==> config.mk <==
export PLATFORM = sky130hd
export DESIGN_NAME = mole_round_scheduler
export DESIGN_NICKNAME = d
export VERILOG_FILES = /design/src/rtl/whac_pkg.sv /design/src/rtl/lfsr16.sv /design/src/rtl/mole_round_scheduler.sv
export SDC_FILE = /design/constraint.sdc
export NUM_CORES = 1
export LEC_CHECK = 0
export CAP_MARGIN = 15
export CORE_MARGIN = 4
export CORE_UTILIZATION = 40
export CTS_CLUSTER_DIAMETER = 200
export DETAILED_ROUTE_END_ITERATION = 10
export PLACE_DENSITY = 0.68
export SLEW_MARGIN = 25
export SYNTH_ARGS = -nofsm -noshare
export SYNTH_HDL_FRONTEND = slang
export SYNTH_SLANG_ARGS = --single-unit
==> constraint.sdc <==
create_clock -name clk -period 5.1 [get_ports clk]
set_clock_uncertainty 0.05 [all_clocks]
set_input_delay 0.765 -clock clk [delete_from_list [all_inputs] [get_ports clk]]
set_output_delay 0.765 -clock clk [all_outputs]
set_load 0.01 [all_outputs]
==> src/rtl/whac_pkg.sv <==
// Shared types and constants for the whack-a-mole round scheduler.
package whac_pkg;

  typedef enum logic [2:0] {
    S_IDLE    = 3'd0,
    S_PICK    = 3'd1,
    S_ARMED   = 3'd2,
    S_EXPIRED = 3'd3,
    S_OVER    = 3'd4
  } state_t;

  localparam int N_MOLES = 18;
  localparam int IDX_W   = 5;
  localparam int MS_W    = 11;

  localparam logic [1:0]      LIVES_INIT   = 2'd3;
  localparam logic [MS_W-1:0] WINDOW_MS_L1 = 11'd1500;
  localparam logic [MS_W-1:0] WINDOW_MS_L2 = 11'd1000;
  localparam logic [MS_W-1:0] WINDOW_MS_L3 = 11'd600;

  function automatic logic [MS_W-1:0] window_ms(input logic [1:0] level);
    case (level)
      2'd1:    return WINDOW_MS_L1;
      2'd2:    return WINDOW_MS_L2;
      default: return WINDOW_MS_L3;
    endcase
  endfunction

endpackage

==> src/rtl/lfsr16.sv <==
// Free-running 16-bit Fibonacci LFSR, x^16+x^14+x^13+x^11+1, right-shifting form.
module lfsr16 (
  input  logic        clk,
  input  logic        rst,
  input  logic [15:0] seed,
  output logic [15:0] value
);

  logic [15:0] r_value;
  logic        w_fb;

  assign w_fb  = r_value[0] ^ r_value[2] ^ r_value[3] ^ r_value[5];
  assign value = r_value;

  always_ff @(posedge clk) begin
    if (rst) r_value <= seed;
    else     r_value <= {w_fb, r_value[15:1]};
  end

endmodule

==> src/rtl/mole_round_scheduler.sv <==
// Picks the next mole, times its hit window in ms ticks, and tracks lives/game over.
module mole_round_scheduler
  import whac_pkg::*;
#(
  parameter int          TICKS_PER_MS = 50000,
  parameter logic [15:0] LFSR_SEED    = 16'hACE1
) (
  input  logic               clk,
  input  logic               rst,
  input  logic               new_game,
  input  logic [1:0]         level_number,
  input  logic               ready_for_mole,
  input  logic               timeout_start,
  input  logic               hit,
  output logic [N_MOLES-1:0] led_number,
  output logic               timeout,
  output logic [1:0]         lives,
  output logic               game_over
);

  localparam int             PW         = (TICKS_PER_MS > 1) ? $clog2(TICKS_PER_MS) : 1;
  localparam logic [PW-1:0]  PRESC_LAST = PW'(TICKS_PER_MS - 1);

  state_t             r_state,     w_state_nxt;
  logic [N_MOLES-1:0] r_led,       w_led_nxt;
  logic               r_timeout,   w_timeout_nxt;
  logic [1:0]         r_lives,     w_lives_nxt;
  logic [1:0]         r_level,     w_level_nxt;
  logic               r_game_over, w_game_over_nxt;
  logic [IDX_W-1:0]   r_prev,      w_prev_nxt;
  logic [MS_W-1:0]    r_ms,        w_ms_nxt;
  logic [PW-1:0]      r_presc,     w_presc_nxt;

  logic [15:0]        w_lfsr;
  logic               w_unused_lfsr;
  logic [IDX_W-1:0]   w_idx_raw, w_idx_fold, w_idx;
  logic               w_window, w_tick, w_expire;

  lfsr16 u_lfsr (
    .clk   (clk),
    .rst   (rst),
    .seed  (LFSR_SEED),
    .value (w_lfsr)
  );

  assign w_unused_lfsr = ^w_lfsr[15:IDX_W];

  // Fold 0..31 into 0..17, then step past the previous mole so it never repeats.
  assign w_idx_raw  = w_lfsr[IDX_W-1:0];
  assign w_idx_fold = (w_idx_raw >= IDX_W'(N_MOLES)) ? w_idx_raw - IDX_W'(N_MOLES) : w_idx_raw;
  assign w_idx      = (w_idx_fold != r_prev)                ? w_idx_fold :
                      (w_idx_fold == IDX_W'(N_MOLES - 1))   ? '0 : w_idx_fold + IDX_W'(1);

  // PICK is the first cycle of the window, so it counts exactly like ARMED.
  assign w_window = (r_state == S_PICK) || (r_state == S_ARMED);
  assign w_tick   = w_window && timeout_start && (r_presc == PRESC_LAST);
  assign w_expire = w_tick && (r_ms == MS_W'(1));

  always_comb begin
    w_state_nxt     = r_state;
    w_led_nxt       = r_led;
    w_timeout_nxt   = r_timeout;
    w_lives_nxt     = r_lives;
    w_level_nxt     = r_level;
    w_game_over_nxt = r_game_over;
    w_prev_nxt      = r_prev;
    w_ms_nxt        = r_ms;
    w_presc_nxt     = r_presc;
    if (new_game) begin
      w_state_nxt     = S_IDLE;
      w_level_nxt     = level_number;
      w_lives_nxt     = LIVES_INIT;
      w_game_over_nxt = 1'b0;
      w_led_nxt       = '0;
      w_timeout_nxt   = 1'b0;
      w_ms_nxt        = '0;
      w_presc_nxt     = '0;
    end else begin
      case (r_state)
        S_IDLE: begin
          if (ready_for_mole && (r_level != 2'd0) && !r_game_over) begin
            w_state_nxt   = S_PICK;
            w_led_nxt     = N_MOLES'(1) << w_idx;
            w_prev_nxt    = w_idx;
            w_timeout_nxt = 1'b1;
            w_ms_nxt      = window_ms(r_level);
            w_presc_nxt   = '0;
          end
        end
        S_PICK, S_ARMED: begin
          w_state_nxt = S_ARMED;
          if (timeout_start && hit) begin
            w_led_nxt   = '0;
            w_state_nxt = S_IDLE;
          end else if (timeout_start) begin
            if (w_tick) begin
              w_presc_nxt = '0;
              w_ms_nxt    = r_ms - MS_W'(1);
            end else begin
              w_presc_nxt = r_presc + PW'(1);
            end
            if (w_expire) begin
              w_timeout_nxt = 1'b0;
              w_led_nxt     = '0;
              w_state_nxt   = S_EXPIRED;
            end
          end
        end
        S_EXPIRED: begin
          w_lives_nxt = (r_lives == 2'd0) ? 2'd0 : r_lives - 2'd1;
          if (w_lives_nxt == 2'd0) begin
            w_state_nxt     = S_OVER;
            w_game_over_nxt = 1'b1;
          end else begin
            w_state_nxt = S_IDLE;
          end
        end
        S_OVER: begin
          w_led_nxt     = '0;
          w_timeout_nxt = 1'b0;
        end
        default: w_state_nxt = S_IDLE;
      endcase
    end
  end

  always_ff @(posedge clk) begin
    if (rst) begin
      r_state     <= S_IDLE;
      r_led       <= '0;
      r_timeout   <= 1'b0;
      r_lives     <= LIVES_INIT;
      r_level     <= 2'd0;
      r_game_over <= 1'b0;
      r_prev      <= '0;
      r_ms        <= '0;
      r_presc     <= '0;
    end else begin
      r_state     <= w_state_nxt;
      r_led       <= w_led_nxt;
      r_timeout   <= w_timeout_nxt;
      r_lives     <= w_lives_nxt;
      r_level     <= w_level_nxt;
      r_game_over <= w_game_over_nxt;
      r_prev      <= w_prev_nxt;
      r_ms        <= w_ms_nxt;
      r_presc     <= w_presc_nxt;
    end
  end

  assign led_number = r_led;
  assign timeout    = r_timeout;
  assign lives      = r_lives;
  assign game_over  = r_game_over;

endmodule

==> metrics.cfg <==
[power_and_ir_drop]
seqPwrFrac_pct = 50.8
pwr-share-clk_pct = 36.6
power.density_nw_per_um2 = 277.1
swShare_pct = 29.77
combPwrFrac_pct = 12.6
power.internal_uw = 851.9
vdd_drop_max_v = 0.0001736
leakage_uw = 0.001535
p_sw_uw = 361.1

[cells_and_area]
area_growth_syn_to_layout_pct = 14.72
stdcell_count = 605
final_nets = 490
layout-drive-gt1-share_pct = 10.08
antenna_cells = 0

[route]
drtIter0Drc = 203
vias_per_cell = 5.451
num_vias = 3298
wl_per_cell_um = 13.91
route.detailed.drc = 0
totalWireLength_um = 8416
first_pass_iters = 4
antenna_left = 0

[synthesis]
synth_edf_count = 0
synthCells = 451
ys_ff_latch = 75
synth_top_flop_cell = dfxtp_1
synth.area.top_cells = dfxtp_1 (39%), nor2_1 (6.1%), ha_1 (3.6%)
syn_area_per_cell_um2 = 8.462
yosys.area.top_type = dfxtp_1
ys_warn_count = 0
seq_area_frac_synth_pct = 39.34
syn-num-nets = 470
async_reset_ff_share_pct = 0
synth_commonest_cells = dfxtp_1 (75), nor2_1 (62), nand2_1 (35)
netlist-cell-type-count = 62
yosysMostFrequentCell = dfxtp_1
synthDominantCellAreaShare_pct = 39.34
syn_area_um2 = 3816

[die]
fp.dieArea_um2 = 11170
core_area_um2 = 9284
dieWidth_um = 105.7
io_pins = 30
start_util_pct = 41.11
rows = 35
die_h_um = 105.7

[timing]
slew_viol_final = 0
worst_pin_slew_ns = 0.7068
finalHoldViolations = 0
tns_ns = 0
fin_crit_ns = 3.427
finalSetupViolCount = 0
fmax_mhz = 291.8
fin_crit_sh_pct = 67.19
grt_setup_unrepaired = no
relSlewSlack_pct = 52.71

[worst_hold_path]
hp-start = u_lfsr.value[12]
min_to = u_lfsr.value[11]
whs_path_depth = 1
hold_class = reg2reg

[global_routing]
antenna_found_initial = 0
grt_pass1_vias = 3032
grt_pass1_wl_um = 14120
grt_util_all_layers_pct = 15.24
gr-total-overflow = 0
grt_start_max_net_pins = 26

[clocking]
clock_latency_ns = 0.36
path_clk_slew_ns = 0.10
post_cts_buffers = 0
cts_resized = 0
numClockSinks = 75
cts-buffers-inserted = 9
cts_hold_buf = 0
cts_root_buf = clkbuf_8
cts_tree = done
cts_max_path_buffers = 2
htreeDepth = 3

[placement]
dpl.hpwl_um = 5963
place_inst = 589
place.gp.congestion = 0.8747
port_buffers = 29

[critical_path]
required_ns = 5.36
r2r_slack_ns = 1.67
cp-start-kind = register
r2r-end = led_number[12]
worstPathArrival_ns = 3.69
timing.rr.start = u_lfsr.value[2]
crit_type = reg2reg
crit_path_end_kind = register
cp_max_fo = 9
rr_worst_depth = 11

[outcome]
outcome = complete, no violations

[flow_run]
maxCapViolations = 0

[cell families (layout without fill, tap and decap cells)]
logic type	count (synthesis)	count (layout)	synth area share (%)
adders and majority gates	12	12	3.869
muxes	7	7	1.869
xor gates and xnor gates	23	23	5.279
buffers and inverters	37	62	4.066
and+or+nand+nor	198	198	26.92
AOI/OAI and AO/OA	99	99	18.66
DFF	75	75	39.34
[how the worst max path moves through the flow]
| stage | slack, ns | to | startpoint | depth (start not counted) |
|---|---|---|---|---|
| after global routing | 1.31 | led_number[4] | u_lfsr.value[1] | 11 |
| after floorplan | 1.96 | led_number[16] | u_lfsr.value[1] | 11 |
| after CTS | 1.70 | led_number[16] | u_lfsr.value[1] | 9 |
| after detailed placement | 1.59 | r_presc[10] | timeout_start | 8 |
| final | 1.67 | led_number[12] | u_lfsr.value[2] | 11 |
| after global placement | 1.66 | r_presc[10] | timeout_start | 8 |
[cell usage in the layout, fill, tap and decap left out, types with 5 or more instances in the layout]
master           instances
dfxtp_1                 75
nor2_1                  62
nand2_1                 35
clkdlybuf4s50_1         29
a21oi_1                 22
nand3_1                 16
inv_1                   14
or2_2                   13
xnor2_1                 12
nor2b_1                 11
xor2_1                  11
ha_1                    11
o21ai_0                 10
nand2b_1                 9
nor4_1                   9
o21ai_1                  9
clkbuf_8                 9
nor3_1                   8
mux2i_1                  6
nand4_1                  6
or3_1                    6
a32o_1                   5
o31ai_1                  5
a31oi_1                  5
[flip-flops by register name (all words and copies together), names as in the netlist]
signal,cells
r_state,3
u_lfsr.value,16
lives,2
r_level,2
led_number,18
r_ms,11
game_over,1
timeout,1
r_prev,5
r_presc,16
[area by class of cell]
class / count / area [um^2]
fillers: 916 / 4906
multi-input cells: 339 / 2160
flip-flops and latches: 75 / 1501
repair buffers: 32 / 312.8
well taps: 129 / 161.4
clock buffers: 9 / 123.9
clock inverters: 7 / 66.31
inverters: 14 / 52.55
[metrics by stage]
stage               area, um^2  utilization (%)  setup WS [ns]  total power [uW]  hold slack (ns)
floorplan                 3816                -          1.964             744.5           0.3395
global placement          4188            45.11          1.662             776.8           0.3446
detailed placement        4188            45.11          1.593             779.5           0.3491
CTS                       4378            47.16          1.705              1230           0.3735
global route              4378            47.16          1.310              1270           0.3811
finish                    4378            47.16          1.673              1213           0.3677
[critical path, stage by stage, from the launching register on]
cell	delay, ns
dfxtp_1	0.41
inv_1	0.14
ha_1	0.25
nand2b_1	0.17
o211a_1	0.29
or2_2	0.36
ha_1	0.34
a31oi_1	0.07
o41ai_1	0.60
a22oi_1	0.25
nor3_1	0.28
a22o_1	0.18
[power groups by stage]
stage / Sequential (uW) / Combinational (uW) / Clock [uW]
after global routing: 619 / 168 / 482
final: 616 / 152 / 444
after detailed placement: 630 / 150 / 0
after CTS: 616 / 151 / 463
after global placement: 629 / 147 / 0
after floorplan: 621 / 123 / 0
[layer usage]
metal,global-route usage [%],vias up,wire length (um)
met5,0,-,0
met4,4.348,0,60
met2,23.86,92,3754
met1,20.83,1539,4139
met3,3.797,12,462
li1,-,1655,-
Power figures use the tool's default switching activity.
